## src/rtl/pipelined_hcla_addsub_pkg.sv

```systemverilog
// Shared definitions for the pipelined hierarchical carry-lookahead adder/subtractor.
package hcla_pkg;

  typedef enum logic [1:0] {
    OP_ADD = 2'b00,
    OP_SUB = 2'b01,
    OP_ADC = 2'b10,
    OP_SBB = 2'b11
  } op_e;

  function automatic int unsigned hcla_num_groups(input int unsigned w, input int unsigned blk);
    return w / blk;
  endfunction

endpackage

```

## src/rtl/pipelined_hcla_addsub_if.sv

```systemverilog
// Operand/result handshake bundle; slave is the adder side, master the producer/consumer side.
interface pipelined_hcla_addsub_if
  import hcla_pkg::*;
#(
  parameter int unsigned W     = 16,
  parameter int unsigned TAG_W = 4
) ();

  logic             in_valid;
  logic             in_ready;
  logic [W-1:0]     a;
  logic [W-1:0]     b;
  logic             cin;
  op_e              op;
  logic [TAG_W-1:0] tag;
  logic             out_valid;
  logic             out_ready;
  logic [W-1:0]     sum;
  logic             cout;
  logic             ovf;
  logic             zero;
  logic             neg;
  logic [TAG_W-1:0] tag_out;

  modport slave (
    input  in_valid, a, b, cin, op, tag, out_ready,
    output in_ready, out_valid, sum, cout, ovf, zero, neg, tag_out
  );

  modport master (
    output in_valid, a, b, cin, op, tag, out_ready,
    input  in_ready, out_valid, sum, cout, ovf, zero, neg, tag_out
  );

endinterface

```

## src/rtl/pipelined_hcla_addsub_cla_group.sv

```systemverilog
// Combinational BLK-bit lookahead group: group G/P plus sums for carry-in 0 and carry-in 1.
module cla_group #(
  parameter int unsigned BLK = 4
) (
  input  logic [BLK-1:0] i_a,
  input  logic [BLK-1:0] i_b,
  output logic           o_g,
  output logic           o_p,
  output logic [BLK-1:0] o_sum0,
  output logic [BLK-1:0] o_sum1
);

  logic [BLK-1:0] w_g;
  logic [BLK-1:0] w_p;
  logic [BLK:0]   w_c0;
  logic [BLK-1:0] w_c1;

  assign w_g = i_a & i_b;
  assign w_p = i_a ^ i_b;

  always_comb begin
    w_c0    = '0;
    w_c1    = '0;
    w_c1[0] = 1'b1;
    for (int j = 0; j < BLK; j++) begin
      w_c0[j+1] = w_g[j] | (w_p[j] & w_c0[j]);
    end
    for (int j = 0; j < BLK - 1; j++) begin
      w_c1[j+1] = w_g[j] | (w_p[j] & w_c1[j]);
    end
  end

  // Carry out with carry-in 0 is exactly the group generate.
  assign o_g    = w_c0[BLK];
  assign o_p    = &w_p;
  assign o_sum0 = w_p ^ w_c0[BLK-1:0];
  assign o_sum1 = w_p ^ w_c1;

endmodule

```

## src/rtl/pipelined_hcla_addsub.sv

```systemverilog
// Two-stage pipelined hierarchical CLA adder/subtractor with flags, tag and valid/ready backpressure.
module pipelined_hcla_addsub
  import hcla_pkg::*;
#(
  parameter int unsigned W     = 16,
  parameter int unsigned BLK   = 4,
  parameter int unsigned TAG_W = 4
) (
  input logic                     clk,
  input logic                     rst_n,
  pipelined_hcla_addsub_if.slave  io_bus
);

  localparam int unsigned NG = hcla_num_groups(W, BLK);

  logic                    w_adv1, w_adv2;
  logic [W-1:0]            w_b_eff;
  logic                    w_c0;
  logic [NG-1:0]           w_g, w_p;
  logic [NG-1:0][BLK-1:0]  w_s0, w_s1;

  logic                    r_v1;
  logic [NG-1:0]           r_g1, r_p1;
  logic [NG-1:0][BLK-1:0]  r_s0_1, r_s1_1;
  logic                    r_c0_1, r_a_msb1, r_b_msb1;
  logic [TAG_W-1:0]        r_tag1;

  logic [NG:0]             w_gc;
  logic                    w_gg, w_pp;
  logic [W-1:0]            w_sum;

  logic                    r_v2;
  logic [W-1:0]            r_sum2;
  logic                    r_cout2, r_ovf2, r_zero2, r_neg2;
  logic [TAG_W-1:0]        r_tag2;

  // S2 may advance when empty even under backpressure, so bubbles collapse.
  assign w_adv2          = !r_v2 || io_bus.out_ready;
  assign w_adv1          = !r_v1 || w_adv2;
  assign io_bus.in_ready = w_adv1;

  always_comb begin
    w_b_eff = io_bus.b;
    w_c0    = 1'b0;
    unique case (io_bus.op)
      OP_ADD: w_c0 = 1'b0;
      OP_SUB: begin
        w_b_eff = ~io_bus.b;
        w_c0    = 1'b1;
      end
      OP_ADC: w_c0 = io_bus.cin;
      OP_SBB: begin
        w_b_eff = ~io_bus.b;
        w_c0    = io_bus.cin;
      end
      default: w_c0 = 1'b0;
    endcase
  end

  for (genvar k = 0; k < NG; k++) begin : g_grp
    cla_group #(.BLK(BLK)) u_grp (
      .i_a    (io_bus.a[k*BLK +: BLK]),
      .i_b    (w_b_eff[k*BLK +: BLK]),
      .o_g    (w_g[k]),
      .o_p    (w_p[k]),
      .o_sum0 (w_s0[k]),
      .o_sum1 (w_s1[k])
    );
  end

  always_ff @(posedge clk or negedge rst_n) begin
    if (!rst_n) begin
      r_v1     <= 1'b0;
      r_g1     <= '0;
      r_p1     <= '0;
      r_s0_1   <= '0;
      r_s1_1   <= '0;
      r_c0_1   <= 1'b0;
      r_a_msb1 <= 1'b0;
      r_b_msb1 <= 1'b0;
      r_tag1   <= '0;
    end else if (w_adv1) begin
      r_v1 <= io_bus.in_valid;
      if (io_bus.in_valid) begin
        r_g1     <= w_g;
        r_p1     <= w_p;
        r_s0_1   <= w_s0;
        r_s1_1   <= w_s1;
        r_c0_1   <= w_c0;
        r_a_msb1 <= io_bus.a[W-1];
        r_b_msb1 <= w_b_eff[W-1];
        r_tag1   <= io_bus.tag;
      end
    end
  end

  // Second-level lookahead: prefix G/P over groups 0..k-1 combined with c0.
  always_comb begin
    w_gc    = '0;
    w_gc[0] = r_c0_1;
    w_gg    = 1'b0;
    w_pp    = 1'b1;
    w_sum   = '0;
    for (int k = 0; k < NG; k++) begin
      w_gg      = r_g1[k] | (r_p1[k] & w_gg);
      w_pp      = r_p1[k] & w_pp;
      w_gc[k+1] = w_gg | (w_pp & r_c0_1);
    end
    for (int k = 0; k < NG; k++) begin
      w_sum[k*BLK +: BLK] = w_gc[k] ? r_s1_1[k] : r_s0_1[k];
    end
  end

  always_ff @(posedge clk or negedge rst_n) begin
    if (!rst_n) begin
      r_v2    <= 1'b0;
      r_sum2  <= '0;
      r_cout2 <= 1'b0;
      r_ovf2  <= 1'b0;
      r_zero2 <= 1'b0;
      r_neg2  <= 1'b0;
      r_tag2  <= '0;
    end else if (w_adv2) begin
      r_v2 <= r_v1;
      if (r_v1) begin
        r_sum2  <= w_sum;
        r_cout2 <= w_gc[NG];
        r_ovf2  <= (r_a_msb1 == r_b_msb1) && (w_sum[W-1] != r_a_msb1);
        r_zero2 <= (w_sum == '0);
        r_neg2  <= w_sum[W-1];
        r_tag2  <= r_tag1;
      end
    end
  end

  assign io_bus.out_valid = r_v2;
  assign io_bus.sum       = r_sum2;
  assign io_bus.cout      = r_cout2;
  assign io_bus.ovf       = r_ovf2;
  assign io_bus.zero      = r_zero2;
  assign io_bus.neg       = r_neg2;
  assign io_bus.tag_out   = r_tag2;

endmodule

```

## src/flat_wrapper.sv

```systemverilog
// flat-port wrapper written by rule: the top's interface ports become plain ports
module pipelined_hcla_addsub_flat import hcla_pkg::*;
#(
  parameter int unsigned W     = 16,
  parameter int unsigned BLK   = 4,
  parameter int unsigned TAG_W = 4
)
  (clk, rst_n, io_bus_in_valid, io_bus_a, io_bus_b, io_bus_cin, io_bus_op, io_bus_tag, io_bus_out_ready, io_bus_in_ready, io_bus_out_valid, io_bus_sum, io_bus_cout, io_bus_ovf, io_bus_zero, io_bus_neg, io_bus_tag_out);
  pipelined_hcla_addsub_if #(.W(W), .TAG_W(TAG_W)) io_bus_i ();
  input logic clk;
  input logic rst_n;
  input wire logic [$bits(io_bus_i.in_valid)-1:0] io_bus_in_valid;
  input wire logic [$bits(io_bus_i.a)-1:0] io_bus_a;
  input wire logic [$bits(io_bus_i.b)-1:0] io_bus_b;
  input wire logic [$bits(io_bus_i.cin)-1:0] io_bus_cin;
  input wire logic [$bits(io_bus_i.op)-1:0] io_bus_op;
  input wire logic [$bits(io_bus_i.tag)-1:0] io_bus_tag;
  input wire logic [$bits(io_bus_i.out_ready)-1:0] io_bus_out_ready;
  output wire logic [$bits(io_bus_i.in_ready)-1:0] io_bus_in_ready;
  output wire logic [$bits(io_bus_i.out_valid)-1:0] io_bus_out_valid;
  output wire logic [$bits(io_bus_i.sum)-1:0] io_bus_sum;
  output wire logic [$bits(io_bus_i.cout)-1:0] io_bus_cout;
  output wire logic [$bits(io_bus_i.ovf)-1:0] io_bus_ovf;
  output wire logic [$bits(io_bus_i.zero)-1:0] io_bus_zero;
  output wire logic [$bits(io_bus_i.neg)-1:0] io_bus_neg;
  output wire logic [$bits(io_bus_i.tag_out)-1:0] io_bus_tag_out;
  assign io_bus_i.in_valid = io_bus_in_valid;
  assign io_bus_i.a = io_bus_a;
  assign io_bus_i.b = io_bus_b;
  assign io_bus_i.cin = io_bus_cin;
  assign io_bus_i.op = io_bus_op;
  assign io_bus_i.tag = io_bus_tag;
  assign io_bus_i.out_ready = io_bus_out_ready;
  assign io_bus_in_ready = io_bus_i.in_ready;
  assign io_bus_out_valid = io_bus_i.out_valid;
  assign io_bus_sum = io_bus_i.sum;
  assign io_bus_cout = io_bus_i.cout;
  assign io_bus_ovf = io_bus_i.ovf;
  assign io_bus_zero = io_bus_i.zero;
  assign io_bus_neg = io_bus_i.neg;
  assign io_bus_tag_out = io_bus_i.tag_out;
  pipelined_hcla_addsub #(.W(W), .BLK(BLK), .TAG_W(TAG_W)) u_core (.clk(clk), .rst_n(rst_n), .io_bus(io_bus_i));
endmodule
```

## config.mk

```make
export PLATFORM = sky130hd
export DESIGN_NAME = pipelined_hcla_addsub_flat
export DESIGN_NICKNAME = d
export VERILOG_FILES = /design/src/rtl/pipelined_hcla_addsub_pkg.sv /design/src/rtl/pipelined_hcla_addsub_if.sv /design/src/rtl/pipelined_hcla_addsub_cla_group.sv /design/src/rtl/pipelined_hcla_addsub.sv /design/src/flat_wrapper.sv
export SDC_FILE = /design/constraint.sdc
export NUM_CORES = 1
export LEC_CHECK = 0
export BUFFER_PORTS_ARGS = -buffer_cell sky130_fd_sc_hd__buf_4
export CELL_PAD_IN_SITES_DETAIL_PLACEMENT = 0
export CELL_PAD_IN_SITES_GLOBAL_PLACEMENT = 1
export CORE_ASPECT_RATIO = 0.75
export CORE_UTILIZATION = 45
export DETAILED_ROUTE_END_ITERATION = 12
export PLACE_DENSITY_LB_ADDON = 0.25
export SETUP_SLACK_MARGIN = 0.15
export SLEW_MARGIN = 20
export SYNTH_ARGS = -nofsm -noshare
export SYNTH_HDL_FRONTEND = slang
export SYNTH_HIERARCHICAL = 1
export SYNTH_SLANG_ARGS = --single-unit
export TNS_END_PERCENT = 30
```

## constraint.sdc

```tcl
create_clock -name clk -period 1.7 [get_ports clk]
set_input_delay 0.34 -clock clk [delete_from_list [all_inputs] [get_ports clk]]
set_output_delay 0.34 -clock clk [all_outputs]
set_load 0.005 [all_outputs]
```

==> results.txt <==
outcome = finished, violations left
failing checks = design-rule violations, negative setup slack
number of synthesized flops with an enable pin = 0
Max IR drop VDD = 0.000494 V
Worst Path Buf+Inv = 3
# rows = 29
Synth Cell Area = 0.00406 sq mm
First DRT Iteration DRCs = 120
Tcrit/Tclk final = 1.13
Starting Density = 0.472
Clock Power Share = 0.278
cts bufs inserted = 9
H-tree depth = 3
HP Class = in2reg
# DRC = 7
Hold Crit Depth = 2
ANT nets after route = 0
FMAX = 519 MHz
Synth Area in Simple Gates = 0.0696
Worst-path clk slew = 0.05 ns
total chip power = 6.15 mW
hold_ws = 0.238 ns
Leakage = 2.57 nW
ANT cells = 0
RSZ-0062 raised after global routing = yes
Compound-Gate Fraction of Synth Area = 0.0530
setup ws final = -0.227 ns
GRT met3 Usage = 0.0469
yosys warns = 6
crit-path max FO = 12
grt peak-use layer = met2
I/O Buffers = 68
slowest stage delay, CP = 0.41 ns
Slew Viols, Final = 0
critical path's slowest cell = fa_1
endpoint class of the critical path = register
Worst setup SP type = input port
Max-slew headroom = 0.698
Crit Reg-Reg Startpoint = u_core/r_s1_1[10]
CP startpoint = io_bus_op[0]
final WL = 8.02 mm
Mapped Cells = 341
Sequential Power Share = 0.420
min Tclk post-route = 1.93 ns
Tightest Pin Transition = 0.453 ns
syn nets = 424
hold path endpoint = u_core/r_v1
r2r worst-path depth = 4
area of the multi-input gates = 0.00219 sq mm
DR pass1 iterations = 8
worst min-delay path startpoint = io_bus_in_valid
vias per inst = 4.89
global-route usage over all layers = 0.188
fillers = 701
via count = 2688
Arrival @ worst endpoint = 2.18 ns
sequential cell area = 0.00180 sq mm
Final Skew = 0.00461 ns
r2r setup slk = 0.16 ns
R2R Path End = u_core/io_bus.zero
core box area = 0.00860 sq mm
final setup TNS = -1.86 ns
Die H = 84.3 um
Avg Synthesized Cell Area = 11.9 sq um
cell mode on critical path = fa_2
CP delay by family, top = adder cells
switching portion of total power = 0.297
# clock sinks = 72
I/O Pins = 69
internal power = 4.33 mW
post-synthesis xor/xnor area fraction = 0.0431
Post-layout nets = 521
Comb power frac = 0.303
DP Wirelength = 6.08 mm
GR Util met2 = 0.309
post-synth cell types = 37
GR Util met1 = 0.248
final hold violation count = 0
endpoints failing setup = 15
P&R area growth vs syn = 31.4%
CP Cell Sequence = buf_12, xor2_2, ha_2, fa_2, fa_2, inv_2, fa_1, inv_1, mux2_2
Die ar. = 0.00941 sq mm
final instance area = 0.00534 sq mm
Area after DPL = 0.00494 sq mm
GP Congestion = 0.736
CTS tree = done
WS Path Type = in2reg
Root Buffer = clkbuf_16
register area share after synthesis = 0.444
remaining global-route overflow = 0
fraction of layout cells with a size suffix above 1 = 0.459
largest net degree at the start of global routing = 35
post-synthesis adder-cell area fraction = 0.160
initial antenna violation count = 0
setup bufs post-CTS = 0
Crit path required time = 1.96 ns
Switch Pwr = 1.83 mW
clock tree buffer depth = 2
Yosys reg bits = 72
ys async rst share = 1.00
Routed wire per std cell = 14.6 um
vias in the first global route = 2761
Power Density = 1150 mW/mm^2
clock network latency to the later pin of the worst-skew pair = 0.32 ns
proportion of synthesized area in mux cells = 0.176
max-cap violation count = 0
ys flop type = dfrtp_1
global-route wire length before repair = 13.6 mm
DIE WIDTH = 112 um
main combinational cell family by area after synthesis = multiplexers
synthesized netlist by cell type, types with 2 or more instances:
master / instances / area [sq um]
nor2_1: 6 / 22.5
o21ai_1: 5 / 25.0
inv_1: 37 / 139
fa_1: 20 / 400
nand2b_1: 3 / 18.8
o21ai_0: 13 / 65.1
xor2_1: 20 / 175
o211ai_1: 2 / 15.0
buf_4: 3 / 22.5
nand2_1: 35 / 131
o2111ai_1: 2 / 17.5
a21oi_1: 2 / 10.0
dfrtp_1: 72 / 1800
clkbuf_1: 5 / 18.8
nor3_1: 2 / 10.0
and4_1: 4 / 35.0
mux2_2: 43 / 484
and2_1: 2 / 12.5
buf_2: 6 / 30.0
nor4_1: 4 / 25.0
mux2_1: 3 / 33.8
ha_1: 20 / 250
mux2i_1: 18 / 180
power by group through the flow:
stage	Clock [mW]	Combinational, mW	Sequential, mW
after floorplan	0	1.06	2.52
after global placement	0	1.77	2.59
after detailed placement	0	1.81	2.60
after CTS	1.77	1.87	2.58
after global routing	1.84	2.07	2.65
final	1.71	1.86	2.58
worst reg2reg max path, stage by stage, from the launching register on:
cell,delay (ns)
dfrtp_1,0.39
or4_4,0.57
nor3_4,0.14
o2111ai_2,0.16
o31ai_2,0.19
layout make-up:
class | count | area share
clock inverter | 3 | 0.00328
inverter | 37 | 0.0260
multi-input combinational | 217 | 0.410
clock buffer | 12 | 0.0481
timing repair buffer | 101 | 0.150
tap | 108 | 0.0253
sequential | 72 | 0.338
stage by stage:
step,utilization,std cells,setup slack [ns]
finish,0.620,550,-0.227
global route,0.620,550,-0.270
CTS,0.617,550,-0.221
detailed placement,0.574,534,-0.733
global placement,0.574,534,-0.684
floorplan,-,341,-0.625
sequential cells by signal, indices dropped and copies added, names as in the netlist:
signal	cells
u_core/io_bus.out_valid	1
u_core/r_g1	4
u_core/r_p1	4
u_core/r_c0_1	1
u_core/r_tag1	4
u_core/io_bus.tag_out	4
u_core/io_bus.sum	16
u_core/r_v1	1
u_core/r_s0_1	16
u_core/r_b_msb1	1
u_core/io_bus.ovf	1
u_core/io_bus.zero	1
u_core/r_s1_1	16
u_core/io_bus.cout	1
u_core/r_a_msb1	1
worst max path at each step:
stage               slack (ns)           endpoint  cells past startpoint
global route             -0.27   u_core/r_s0_1[3]                      9
global placement         -0.68   u_core/r_s0_1[3]                      9
floorplan                -0.62  u_core/r_s0_1[15]                     10
finish                   -0.23   u_core/r_s0_1[3]                      9
detailed placement       -0.73   u_core/r_s0_1[3]                      9
CTS                      -0.22  u_core/r_s0_1[15]                      9
per-layer routing:
metal | part of all wire | up-vias
li1 | - | 1315
met1 | 0.47 | 1308
met2 | 0.48 | 63
met3 | 0.042 | 2
met4 | 0.0042 | 0
met5 | 0 | -
kinds of logic after synthesis:
logic type / count (synthesis)
flip-flops: 72
AND/OR/NAND/NOR: 60
buffers and inverters: 52
AO/OA/AOI/OAI: 32
XOR/XNOR: 20
multiplexers: 65
adder cells (fa/ha/maj): 40
timing repair:
action | CTS | global route
pin swaps | 4 | 0
hold buffers | 1 | 0
endpoints found under the setup margin | 27 | 25
endpoints found under the hold margin | 31 | 0
resized for setup | 23 | 5
placed cells by master (no fill, tap or decap), drive strengths merged, types with 2 or more instances in the layout:
cell type / n
clkbuf: 12
dfrtp: 72
a21oi: 3
mux2i: 18
nor2: 6
xor2: 20
nor3: 2
o21ai: 19
o2111ai: 2
o21a: 2
ha: 20
nor4: 4
o211ai: 2
inv: 37
and2: 2
and4: 4
nand2b: 3
nand2: 35
clkinv: 2
buf: 100
fa: 20
mux2: 47
Note: power is estimated with default switching activity, not from simulation.
